File: config.mk
export PLATFORM = sky130hd
export DESIGN_NAME = mips_multicycle_control
export DESIGN_NICKNAME = d
export VERILOG_FILES = /design/src/rtl/mips_multicycle_control.sv
export SDC_FILE = /design/constraint.sdc
export NUM_CORES = 1
export LEC_CHECK = 0
export ABC_AREA = 1
export CORE_MARGIN = 3
export CORE_UTILIZATION = 46
export DETAILED_ROUTE_END_ITERATION = 12
export PLACE_DENSITY_LB_ADDON = 0.1
export RECOVER_POWER = 25
export SLEW_MARGIN = 20
export SYNTH_ARGS = -nofsm -noshare
export SYNTH_HDL_FRONTEND = slang
export SYNTH_SLANG_ARGS = --single-unit
File: constraint.sdc
create_clock -name clk -period 1.4 [get_ports clk]
set_input_delay 0.14 -clock clk [delete_from_list [all_inputs] [get_ports clk]]
set_output_delay 0.14 -clock clk [all_outputs]
set_load 0.005 [all_outputs]
File: src/rtl/mips_multicycle_control.sv
// Main control FSM for the multicycle MIPS datapath: sequences each instruction
// through fetch/decode/execute/memory/writeback and decodes the ALU function.
module mips_multicycle_control #(
    parameter int STATE_W = 4
) (
    input  logic               clk,
    input  logic               reset,
    input  logic [5:0]         op,
    input  logic [5:0]         funct,
    input  logic               zero,
    output logic               pc_write,
    output logic               ir_write,
    output logic               mem_write,
    output logic               reg_write,
    output logic               iord,
    output logic               reg_dst,
    output logic               mem_to_reg,
    output logic               alu_src_a,
    output logic [1:0]         alu_src_b,
    output logic [1:0]         pc_src,
    output logic [2:0]         alu_control,
    output logic [STATE_W-1:0] state
);

    typedef enum logic [3:0] {
        FETCH    = 4'd0,
        DECODE   = 4'd1,
        MEMADR   = 4'd2,
        MEMREAD  = 4'd3,
        MEMWB    = 4'd4,
        MEMWRITE = 4'd5,
        EXECUTE  = 4'd6,
        ALUWB    = 4'd7,
        BRANCH   = 4'd8,
        ADDIEX   = 4'd9,
        ADDIWB   = 4'd10,
        JUMP     = 4'd11
    } state_t;

    typedef struct packed {
        logic       pc_write;
        logic       ir_write;
        logic       mem_write;
        logic       reg_write;
        logic       iord;
        logic       reg_dst;
        logic       mem_to_reg;
        logic       alu_src_a;
        logic [1:0] alu_src_b;
        logic [1:0] pc_src;
        logic [1:0] alu_op;
        logic       branch;
    } ctrl_t;

    localparam logic [5:0] OP_RTYPE = 6'b000000;
    localparam logic [5:0] OP_LW    = 6'b100011;
    localparam logic [5:0] OP_SW    = 6'b101011;
    localparam logic [5:0] OP_BEQ   = 6'b000100;
    localparam logic [5:0] OP_ADDI  = 6'b001000;
    localparam logic [5:0] OP_J     = 6'b000010;

    state_t state_reg, state_next;
    ctrl_t  ctrl_reg, ctrl_out;

    function automatic ctrl_t decode_state(input state_t s);
        ctrl_t c;
        c = '0;
        case (s)
            FETCH: begin
                c.alu_src_b = 2'b01;
                c.ir_write  = 1'b1;
                c.pc_write  = 1'b1;
            end
            DECODE:  c.alu_src_b = 2'b11;
            MEMADR, ADDIEX: begin
                c.alu_src_a = 1'b1;
                c.alu_src_b = 2'b10;
            end
            MEMREAD: c.iord = 1'b1;
            MEMWB: begin
                c.mem_to_reg = 1'b1;
                c.reg_write  = 1'b1;
            end
            MEMWRITE: begin
                c.iord      = 1'b1;
                c.mem_write = 1'b1;
            end
            EXECUTE: begin
                c.alu_src_a = 1'b1;
                c.alu_op    = 2'b10;
            end
            ALUWB: begin
                c.reg_dst   = 1'b1;
                c.reg_write = 1'b1;
            end
            BRANCH: begin
                c.alu_src_a = 1'b1;
                c.alu_op    = 2'b01;
                c.pc_src    = 2'b01;
                c.branch    = 1'b1;
            end
            ADDIWB:  c.reg_write = 1'b1;
            JUMP: begin
                c.pc_src   = 2'b10;
                c.pc_write = 1'b1;
            end
            default: c = '0;
        endcase
        return c;
    endfunction

    always_comb begin
        state_next = FETCH;
        if (reset) begin
            case (state_reg)
                FETCH: state_next = DECODE;
                DECODE: begin
                    case (op)
                        OP_LW, OP_SW: state_next = MEMADR;
                        OP_RTYPE:     state_next = EXECUTE;
                        OP_BEQ:       state_next = BRANCH;
                        OP_ADDI:      state_next = ADDIEX;
                        OP_J:         state_next = JUMP;
                        default:      state_next = FETCH;
                    endcase
                end
                MEMADR:  state_next = (op == OP_SW) ? MEMWRITE : MEMREAD;
                MEMREAD: state_next = MEMWB;
                EXECUTE: state_next = ALUWB;
                ADDIEX:  state_next = ADDIWB;
                default: state_next = FETCH;
            endcase
        end
    end

    // Outputs are decoded from the next state so they are registered alongside it.
    always_ff @(posedge clk) begin
        state_reg <= state_next;
        ctrl_reg  <= decode_state(state_next);
    end

    // Reset overrides the registered outputs so no write can leak out in a reset cycle.
    always_comb begin
        ctrl_out = ctrl_reg;
        if (!reset) begin
            ctrl_out           = decode_state(FETCH);
            ctrl_out.pc_write  = 1'b0;
            ctrl_out.ir_write  = 1'b0;
            ctrl_out.mem_write = 1'b0;
            ctrl_out.reg_write = 1'b0;
        end
    end

    always_comb begin
        alu_control = 3'b010;
        case (ctrl_out.alu_op)
            2'b01: alu_control = 3'b110;
            2'b10: begin
                case (funct)
                    6'b100010: alu_control = 3'b110;
                    6'b100100: alu_control = 3'b000;
                    6'b100101: alu_control = 3'b001;
                    6'b101010: alu_control = 3'b111;
                    default:   alu_control = 3'b010;
                endcase
            end
            default: alu_control = 3'b010;
        endcase
    end

    assign pc_write   = ctrl_out.pc_write | (ctrl_out.branch & zero);
    assign ir_write   = ctrl_out.ir_write;
    assign mem_write  = ctrl_out.mem_write;
    assign reg_write  = ctrl_out.reg_write;
    assign iord       = ctrl_out.iord;
    assign reg_dst    = ctrl_out.reg_dst;
    assign mem_to_reg = ctrl_out.mem_to_reg;
    assign alu_src_a  = ctrl_out.alu_src_a;
    assign alu_src_b  = ctrl_out.alu_src_b;
    assign pc_src     = ctrl_out.pc_src;
    assign state      = STATE_W'(state_reg);

endmodule

Word-level counts from Yosys, hierarchy flattened:

Cells that the tools add are included.

* register bits: 19
* logic and storage cells: 70

* bitwise operators: 2
* equal/unequal tests: 27
* mux-type cells: 19
* reduce and logical (&&, ||, !) cells: 9

Operators by type and width (number)
* 6-bit == test (second input constant): 6
* 4-bit case mux with 6 select lines: 1
* 4-bit by 3-bit == test with 1-bit output (second input constant): 5
* 4-bit == test (second input constant): 5
* 4-bit case mux with 5 select lines: 1
* 4-bit by 2-bit == test with 1-bit output (second input constant): 4
* 15-bit 2-to-1 mux: 1
* 3-bit case mux with 4 select lines: 1
* 1-bit 2-to-1 mux: 9
* 4-bit by 1-bit == test with 1-bit output (second input constant): 2
* 4-bit zero test: 2
* 2-bit case mux with 2 select lines: 2
* 2-bit OR reduction: 4
* 6-bit by 2-bit == test with 1-bit output (second input constant): 1
* 6-bit by 3-bit == test with 1-bit output (second input constant): 1
* 6-bit by 4-bit == test with 1-bit output (second input constant): 1
* 6-bit zero test: 1
* 2-bit case mux with 3 select lines: 1
* 3-bit case mux with 2 select lines: 1
* 4-bit 2-to-1 mux: 1
* 4-bit OR reduction: 1
* 3-bit 2-to-1 mux: 1
* 3-bit OR reduction: 1
* 2-bit by 1-bit == test with 1-bit output (second input constant): 1
* 3 further kinds: 3

Depth between registers and ports, before layout:

Gate-level depths: netlist of run 1.

* depth in word-level cells: 8
* depth in mapped cells: 12
* gate-level depth less buffers: 12

Worst setup path after synthesis of run 1:

Ideal clock, no wire load.

* kind: input -> output
* start point: in reset
* end point: out alu_control[0]
* stages on the path: 8
* arrival: 1.223 ns
* buffers on the path: 1
* data required time: 1.260 ns
* path slack: 0.037 ns
* path through: buf_2 -> nand2_1 -> inv_1 -> ha_1 -> inv_1 -> nor4_1 -> nand2_1 -> a21oi_1

* cells in the longest elaborated chain, start to end: 3
* elaborated cells between the ends (all ways): 4

RTL lines
* start: declaration: line 7 `input logic reset,`
* 15-bit 2-to-1 mux (*): line 145 `if (!reset) begin`
* 2-bit == test / 2-bit by 1-bit == test with 1-bit output (equally long branches): line 156 `case (ctrl_out.alu_op)`
* 3-bit case mux with 2 select lines (*): line 156
* end: declaration: line 21 `output logic [2:0] alu_control,`

Every way passes the cells marked *; elsewhere a longest branch is shown, timed or not.

Worst setup path in the final report of run 1:

* start point: reg ctrl_reg[2] (netlist bit)
* end point: out alu_control[1]

* cells in the longest elaborated chain, start to end: 3
* elaborated cells between the ends (all ways): 4

RTL lines
* start: declaration: line 63 `ctrl_t ctrl_reg, ctrl_out;`
* start signal: assignment: line 139 `ctrl_reg <= decode_state(state_next);`
* 15-bit 2-to-1 mux (*): line 145
* 2-bit == test / 2-bit by 1-bit == test with 1-bit output (equally long branches): line 156
* 3-bit case mux with 2 select lines (*): line 156

Marked as above.

==> results of run 1 <==
[cell type report]
cell class | count | area share
clock buffer | 4 | 0.02061
inverter | 43 | 0.09311
multi-input combinational | 100 | 0.3810
sequential | 18 | 0.2104
tap | 27 | 0.01919
timing repair buffer | 50 | 0.2758
[critical path: stages, from the launching register on]
cell and delay (ns):
dfxtp_2 0.33, nand2_2 0.06, buf_4 0.14, buf_6 0.11, ha_4 0.14, or3_1 0.35, buf_2 0.13
[layout by cell type (no fill, tap or decap), types with 5 or more instances in the layout]
master and count:
buf_4 13, clkdlybuf4s50_1 12, dfxtp_1 14, dlymetal6s2s_1 9, inv_1 34, inv_2 8
nand2_1 25, nand2_2 12, nand2_4 5, nand3_1 11, nor2_1 9, nor2_2 7
nor2_4 6
[timing repair]
action	in CTS	in global routing
setup buffers	3	2
pin swaps	3	14
gates resized for setup	31	46
setup endpoints to repair	20	26
[logic make-up (layout without fill, tap and decap cells)]
kind of cell	count (synthesis)	count (layout)
AO/OA/AOI/OAI	10	10
adder cells (fa/ha/maj)	2	2
buffers and inverters	45	97
flip-flops	18	18
AND/OR/NAND/NOR	88	88
[per-layer routing]
| metal | GRT usage | vias to the layer above |
|---|---|---|
| met5 | 0 | - |
| met4 | 0.1120 | 0 |
| met3 | 0.04360 | 7 |
| met2 | 0.3445 | 32 |
| met1 | 0.2033 | 518 |
| li1 | - | 589 |
[power breakdown]
group | internal, uW | switching (uW)
Combinational | 108 | 122
Sequential | 525 | 7.19
Clock | 159 | 156
[per-stage QoR]
stage	cells	setup TNS, ns	cell area [um^2]
global placement	233	-8.638	1535
global route	242	-2.552	1760
CTS	240	-1.446	1627
detailed placement	233	-9.855	1535
finish	242	-1.325	1760
floorplan	163	0	1090
[path summary, 6_finish.rpt]
path	from	endpoint	slack (ns)	cells past startpoint
worst max-delay path	ctrl_reg[2]	alu_control[1]	-0.29	6
worst min-delay path	reset	state[1]	0.35	4
worst max register to register	state[1]	ctrl_reg[6]	-0.09	8
worst min register to register	state[1]	ctrl_reg[6]	0.85	6
[cells in the mapped netlist, drive strengths merged, types with 2 or more instances]
master,count,area [um^2]
nor2,22,107.6
or2,3,18.77
nand4,3,18.77
inv,43,161.4
o21ai,4,23.77
a21oi,3,26.28
nand2,42,212.7
nand3,15,85.08
dfxtp,18,360.4
ha,2,25.02
==> summary.txt, run 1 <==
Outcome
  – Failing checks: negative setup slack
  – Status: complete, but fails checks

Power
  – P_leak: 0.001036 uW
  – VDD IR-drop max: 826.1 uV
  – Pwr Total: 1077 uW
  – Pwr/cell area: 611.6 mW/mm^2

Global routing
  – Largest net degree at the start of global routing: 19
  – Gr ovfl total: 0
  – First-pass GRT wire length: 4091 um
  – Initial antenna violation count: 0
  – Vias in the first global route: 1008
  – GRT Overall Usage: 0.1928

Synthesis
  – Compound-Gate Fraction of Synth Area: 0.06774
  – Largest family of logic cells by synthesized area: simple AND/OR/NAND/NOR gates
  – Synth warnings: 0
  – Post-synthesis mux area share: 0
  – Distinct cells, synth: 26
  – Top_reg_cell synth: dfxtp_1
  – XOR/XNOR share of the synthesized area: 0
  – Synth Cell Area: 0.001090 mm^2
  – Seq/Total Area, Yosys: 0.3307
  – Post-synthesis async set-or-reset flop share: 0
  – Post-synth EDFFs: 0
  – Synth Instances: 163
  – Seq cells post-synth: 18
  – Synth Area in Adders: 0.02296
  – Synth Area in Simple Gates: 0.4225
  – Syn avg cell area: 6.686 um^2
  – Syn Nets: 180

Placed design
  – HPWL Detailed: 1941 um
  – GP Congestion: 0.8099
  – Port Buf Inserts: 33
  – Setup WS pre-CTS: -0.9108 ns

CTS
  – Hold buffers post-CTS: 0
  – Clk buf depth: 2
  – CTS buffer count: 3
  – CTS tree: yes
  – Clk root buf: clkbuf_4
  – Clock transition at path regs: 0.10 ns
  – Clk_lat worst skew: 0.30 ns
  – CTS HTree Levels: 1
  – CTS Sinks: 18

Final layout
  – Area grow syn2layout: 61.54%
  – Fill count: 142
  – Area of the multi-input gates: 670.6 um^2
  – Layout Nets: 233
  – Layout cell share with drive strength beyond 1: 0.3767
  – Max reg flops: 14
  – Post-route core utilization: 0.8375
  – Register area: 370.4 um^2
  – Ant. Diodes: 0

Routing
  – Drt first pass iters: 5
  – Via count: 1146
  – Vias per inst: 4.736
  – Total wire length: 3024 um
  – DR WL/cell: 12.50 um
  – DRC Markers: 0
  – Starting DRT DRC Count: 16
  – M1 wire length: 1173 um
  – Post-route ant nets: 0
  – Highest routed layer: met4
  – Met2 WL: 1610 um
  – Routed met3 length: 177 um

Flow run
  – Max-cap viol count: 0

Timing
  – Worst Tran Pin Value: 0.3059 ns
  – WHS: 0.3522 ns
  – Final Hold Viols: 0
  – Finish-stage setup viols: 11
  – Post-route minimum period: 1.686 ns
  – Final Worst Setup Slack: -0.2864 ns
  – Final period util: 1.205
  – RSZ-0062 raised after global routing: true
  – Setup Skew: 0.002821 ns
  – Maximum clock rate: 593.0 MHz
  – Max-slew headroom: 0.7961
  – Pins Over Slew Limit: 0

Worst setup path
  – Setup CP Type: reg2out
  – Crit path capture type: output port
  – Worst-path maximum fanout: 2
  – WP data arrival: 1.55 ns
  – Worst EP required: 1.26 ns
  – Startpoint Class: flop

Floorplan
  – Core footprint: 0.002102 mm^2
  – Die area: 0.002989 mm^2
  – Std cell rows: 16
  – Die W: 54.68 um
  – IO Pins: 34
  – Initial Util: 0.5185
  – Die height: 54.68 um

Worst hold path
  – Hold Crit Class: in2reg
(Power assumes the default switching activity.)
==> run 2: changes to the inputs <==
--- a/config.mk
+++ b/config.mk
@@ -10,7 +10,6 @@
 export CORE_UTILIZATION = 46
 export DETAILED_ROUTE_END_ITERATION = 12
 export PLACE_DENSITY_LB_ADDON = 0.1
-export RECOVER_POWER = 25
 export SLEW_MARGIN = 20
 export SYNTH_ARGS = -nofsm -noshare
 export SYNTH_HDL_FRONTEND = slang
==> run 2 against run 1 <==
The flow still finishes with violations (negative setup slack). Clock-buffer cell count did not move. Non-clock buffer count did not move. Combinational power barely moved. Global-route usage did not move. Die area did not move. Final area rose by 1.3%. Register-to-register slack improved by 0.10 ns. Largest cell class unchanged. Largest power group unchanged.
==> summary.txt, run 2 (synthesis gave the netlist of run 1 again) <==
Outcome
  – Status: complete, but fails checks
  – Failing checks: negative setup slack

CTS
  – Hold buffers post-CTS: 0 (unchanged)
  – CTS buffer count: 3 (unchanged)
  – CTS tree: yes
  – CTS Sinks: 18 (unchanged)
  – Clk root buf: clkbuf_4
  – Clock transition at path regs: 0.10 ns (about the same)
  – Clk buf depth: 2 (unchanged)
  – Clk_lat worst skew: 0.30 ns (about the same)
  – CTS HTree Levels: 1 (unchanged)

Placed design
  – HPWL Detailed: 1941 um (unchanged)
  – Port Buf Inserts: 33 (unchanged)
  – DP Area: 0.001535 mm^2 (unchanged)
  – GP Congestion: 0.8099 (unchanged)

Global routing
  – First-pass GRT wire length: 4091 um (unchanged)
  – GRT Overall Usage: 0.1928 (unchanged)
  – Initial antenna violation count: 0 (unchanged)
  – Gr ovfl total: 0 (unchanged)
  – Vias in the first global route: 1008 (unchanged)
  – Largest net degree at the start of global routing: 19 (unchanged)

Final layout
  – Layout cell share with drive strength beyond 1: 0.3860 (+0.009302)
  – Layout Nets: 233 (unchanged)
  – Most frequent cells in the layout: 34 x inv_1, 25 x nand2_1, 13 x dfxtp_1, 13 x dlymetal6s2s_1, 13 x buf_4
  – Ant. Diodes: 0 (unchanged)
  – Post-route core utilization: 0.8482 (+0.01071)
  – Most common cell after layout, fill and taps aside: inv_1
  – Fill count: 135 (-4.9%)
  – Area grow syn2layout: 63.61%
  – Design area: 0.001783 mm^2 (+1.3%)
  – Max reg flops: 14 (unchanged)

Worst setup path
  – Max incr delay on CP: 0.35 ns (about the same)
  – Worst EP required: 1.26 ns (about the same)
  – Critical path, cell by cell: nand2_2 > buf_4 > buf_6 > ha_4 > or3_1 > buf_2
  – WP data arrival: 1.55 ns (about the same)
  – Setup CP Type: reg2out
  – Startpoint Class: flop
  – Crit path capture type: output port
  – Crit-path slowest cell: or3_1
  – Worst-path maximum fanout: 2 (unchanged)

Timing
  – Final Worst Setup Slack: -0.2895 ns (-0.003125 ns)
  – RSZ-0062 raised after global routing: true
  – Max-slew headroom: 0.8473 (+0.05122)
  – Post-route minimum period: 1.690 ns (+0.003125 ns)
  – Worst Tran Pin Value: 0.2273 ns (-0.07854 ns)
  – Maximum clock rate: 591.9 MHz (-0.18%)
  – Final Hold Viols: 0 (unchanged)
  – Finish-stage setup viols: 3 (-8)
  – Final period util: 1.207 (+0.002232)
  – Setup Skew: 0.002712 ns (-0.0001087 ns)
  – Setup TNS: -0.7704 ns (+0.5551 ns)
  – Pins Over Slew Limit: 0 (unchanged)

Power
  – VDD IR-drop max: 825.7 uV (about the same)
  – Pwr/cell area: 605.4 mW/mm^2 (-1.0%)
  – Pwr Total: 1079 uW (+0.25%)
  – P_leak: 0.001110 uW (+7.2%)

Floorplan
  – Std cell rows: 16 (unchanged)
  – Die height: 54.68 um (unchanged)
  – Die W: 54.68 um (unchanged)
  – Die area: 0.002989 mm^2 (unchanged)
  – Initial Util: 0.5185 (unchanged)
  – Core footprint: 0.002102 mm^2 (unchanged)
  – IO Pins: 34 (unchanged)

Flow run
  – Max-cap viol count: 0 (unchanged)

Routing
  – Vias per inst: 4.723 (-0.26%)
  – Starting DRT DRC Count: 17 (+1)
  – Total wire length: 3019 um (-0.17%)
  – Via count: 1143 (-0.26%)
  – Post-route ant nets: 0 (unchanged)
  – DR WL/cell: 12.48 um (-0.17%)
  – DRC Markers: 0 (unchanged)
  – Drt first pass iters: 4 (-1)

Worst hold path
  – Hold Crit Class: in2reg
-- run 2: report_power, final --
group | internal [uW] | total, uW | switching, uW
Clock | 159 | 316 | 158
Combinational | 108 | 230 | 122
Sequential | 526 | 533 | 7.19
Total | 793 | 1080 | 286
-- run 2: critical path, delay by kind of cell (launching register included) --
family / cells / cell delay (ns)
flops: 1 / 0.33
buf+inv: 3 / 0.38
fa+ha+maj: 1 / 0.14
simple gates: 2 / 0.41
-- run 2: routing by layer --
| layer | part of all wire | track usage |
|---|---|---|
| met1 | 0.39 | 0.2033 |
| met2 | 0.53 | 0.3445 |
| met3 | 0.055 | 0.04360 |
| met4 | 0.026 | 0.1120 |
| met5 | 0 | 0 |
-- run 2: through the flow --
stage                     setup WS, ns  cells  hold WS (ns)
after global routing           -0.3716    242        0.3647
after detailed placement       -0.9108    233        0.7777
after global placement         -0.7752    233        0.7786
after floorplan                0.03685    163        0.3012
final                          -0.2895    242        0.3460
after CTS                      -0.2533    240        0.5136
-- run 2: final timing paths --
path | slack [ns] | end | cells after the start | startpoint
setup / recovery | -0.29 | alu_control[1] | 6 | ctrl_reg[2]
hold / removal | 0.35 | state[1] | 4 | reset
setup reg to reg | 0.01 | ctrl_reg[6] | 11 | state[0]
hold reg to reg | 0.85 | ctrl_reg[2] | 6 | state[0]
-- run 2: timing repair --
action | CTS | global route
buffers inserted | 3 | 2
gates resized for setup | 31 | 46
pin swaps | 3 | 14
setup endpoints to repair | 20 | 26
-- run 2: cell type report --
type                       count  area, um^2  share of cell area
clock buffer                   4       36.28             0.02035
inverter                      43       163.9             0.09193
multi-input combinational    100       681.9              0.3825
sequential                    18       371.6              0.2084
tap                           27       33.78             0.01895
timing repair buffer          50       495.5              0.2779
==> run 3: changes to the inputs <==
--- a/config.mk
+++ b/config.mk
@@ -6,7 +6,6 @@
 export NUM_CORES = 1
 export LEC_CHECK = 0
 export ABC_AREA = 1
-export CORE_MARGIN = 3
 export CORE_UTILIZATION = 46
 export DETAILED_ROUTE_END_ITERATION = 12
 export PLACE_DENSITY_LB_ADDON = 0.1
==> constraint.sdc (replaced) <==
create_clock -name clk -period 1.4 [get_ports clk]
set_input_delay 0.14 -clock clk [delete_from_list [all_inputs] [get_ports clk]]
set_output_delay 0.14 -clock clk [all_outputs]
set_load 0.05 [all_outputs]
==> run 3 against run 2 <==
The flow still finishes with violations (negative setup slack). Critical path depth grew 1. First-iteration DRC count fell by 18%. Sequential power hardly changed. Core utilization increased by 1.6 points. Global-route usage up 5.7 points.
==> summary.txt, run 3 (synthesis gave the netlist of run 1 again) <==
Flow run
  – Max-cap viol count: 0 (unchanged)

Final layout
  – Area grow syn2layout: 75.43%
  – Ant. Diodes: 0 (unchanged)
  – Layout Nets: 231 (-0.86%)
  – Most frequent cells in the layout: 33 x inv_1, 25 x nand2_1, 17 x buf_12
  – Most common cell after layout, fill and taps aside: inv_1
  – Fill count: 119 (-12%)
  – Max reg flops: 14 (unchanged)
  – Fin cells: 241 (-0.41%)
  – Layout cell share with drive strength beyond 1: 0.4507 (+0.06466)
  – Design area: 0.001912 mm^2 (+7.2%)

Placed design
  – Placed cell count: 234 (+0.43%)
  – GP Congestion: 0.8266 (+2.1%)
  – Port Buf Inserts: 33 (unchanged)
  – HPWL Detailed: 2035 um (+4.8%)
  – DP Area: 0.001732 mm^2 (+13%)

Timing
  – Setup TNS: -0.7139 ns (+0.05648 ns)
  – Maximum clock rate: 606.6 MHz (+2.5%)
  – Max-slew headroom: 0.8324 (-0.01490)
  – WHS: 0.5190 ns (+0.1729 ns)
  – Final Worst Setup Slack: -0.2486 ns (+0.04089 ns)
  – Final Hold Viols: 0 (unchanged)
  – RSZ-0062 raised after global routing: true
  – Final period util: 1.178 (-0.02921)
  – Post-route minimum period: 1.649 ns (-0.04089 ns)
  – Worst Tran Pin Value: 0.2514 ns (+0.02405 ns)
  – Finish-stage setup viols: 4 (+1)
  – Setup Skew: 0.003879 ns (+0.001167 ns)
  – Pins Over Slew Limit: 0 (unchanged)

Floorplan
  – Std cell rows: 17 (+1)
  – Die W: 50.68 um (-7.3%)
  – Initial Util: 0.4926 (-0.02581)
  – Die height: 50.68 um (-7.3%)
  – Core footprint: 0.002212 mm^2 (+5.2%)
  – IO Pins: 34 (unchanged)
  – Die area: 0.002568 mm^2 (-14%)

Worst setup path
  – Setup CP Type: reg2out
  – Worst r2r path cells: 10 (-1)
  – WP data arrival: 1.51 ns (-0.04 ns)
  – Worst EP required: 1.26 ns (about the same)
  – Startpoint Class: flop
  – Worst-path maximum fanout: 2 (unchanged)
  – Crit path capture type: output port

Global routing
  – Vias in the first global route: 1219 (+21%)
  – Largest net degree at the start of global routing: 19 (unchanged)
  – Initial antenna violation count: 0 (unchanged)
  – GRT Overall Usage: 0.2497 (+0.05692)
  – First-pass GRT wire length: 4878 um (+19%)
  – Gr ovfl total: 0 (unchanged)

Routing
  – Vias per inst: 4.793 (+1.5%)
  – Total wire length: 2850 um (-5.6%)
  – Drt first pass iters: 4 (unchanged)
  – Via count: 1155 (+1.0%)
  – DRC Markers: 0 (unchanged)
  – DR WL/cell: 11.83 um (-5.2%)
  – Post-route ant nets: 0 (unchanged)
  – Starting DRT DRC Count: 14 (-3)

CTS
  – Clock transition at path regs: 0.10 ns (about the same)
  – Clk root buf: clkbuf_4
  – Clk buf depth: 2 (unchanged)
  – CTS tree: yes
  – Clk_lat worst skew: 0.28 ns (-0.02 ns)
  – CTS HTree Levels: 1 (unchanged)
  – CTS buffer count: 3 (unchanged)
  – CTS Sinks: 18 (unchanged)

Outcome
  – Failing checks: negative setup slack
  – Status: complete, but fails checks

Worst hold path
  – Hold Crit Class: in2reg
  – Hold depth: 7 (+3)

Power
  – Pwr/cell area: 594.9 mW/mm^2 (-1.7%)
  – P_leak: 0.001082 uW (-2.6%)
  – VDD IR-drop max: 686.8 uV (-17%)
## run 3: cell types whose count changed in the layout (fill, tap and decap cells not counted), sizes merged
cell and change:
buf +14, clkbuf -1, clkdlybuf4s50 -9, dlygate4sd2 +1
dlymetal6s2s -7
## run 3: critical path: stages (launching register included)
cell and delay (ns):
dfxtp_2 0.33, nand2_2 0.06, inv_2 0.07, ha_4 0.14, buf_4 0.10, nand4_1 0.16, a21oi_4 0.22, buf_12 0.15
## run 3: stage by stage
stage	worst slack (ns)	util	total power, uW
2_1_floorplan	-0.09935	-	692.0
3_3_place_gp	-0.4532	0.7828	813.6
3_5_place_dp	-0.5285	0.7828	822.6
4_1_cts	-0.2664	0.8360	1136
5_1_grt	-0.3452	0.8643	1191
6_report	-0.2486	0.8643	1137
## run 3: area by class of cell
type,count,area (um^2),area share
multi-input combinational,100,671.9,0.3514
timing repair buffer,48,624.3,0.3266
sequential,18,375.4,0.1963
inverter,43,168.9,0.08835
clock buffer,4,36.28,0.01898
tap,28,35.03,0.01832
## run 3: per-layer routing
metal	vias up	routed length, um	track usage
li1	591	-	-
met2	27	1600	0.5089
met1	537	1159	0.2556
met3	0	90	0.04545
met5	-	0	0
met4	0	0	0.05556
## run 3: where the power goes
part	switching, uW	total [uW]	internal, uW
combinational	165	293	128
sequential	10.5	536	525
clock	151	309	158
total	326	1140	812
## run 3: final timing paths
| path | startpoint | slack [ns] | end |
|---|---|---|---|
| max | ctrl_reg[2] | -0.25 | alu_control[0] |
| min | op[2] | 0.52 | state[1] |
| max reg2reg | state[0] | 0.05 | ctrl_reg[7] |
| min reg2reg | state[3] | 0.82 | ctrl_reg[6] |
## run 3: what timing repair did
item,CTS,global route
gates resized for setup,24,20
hold buffers,0,0
pin swaps,12,9
hold endpoints to repair,0,0
setup endpoints to repair,8,14
setup buffers,2,1
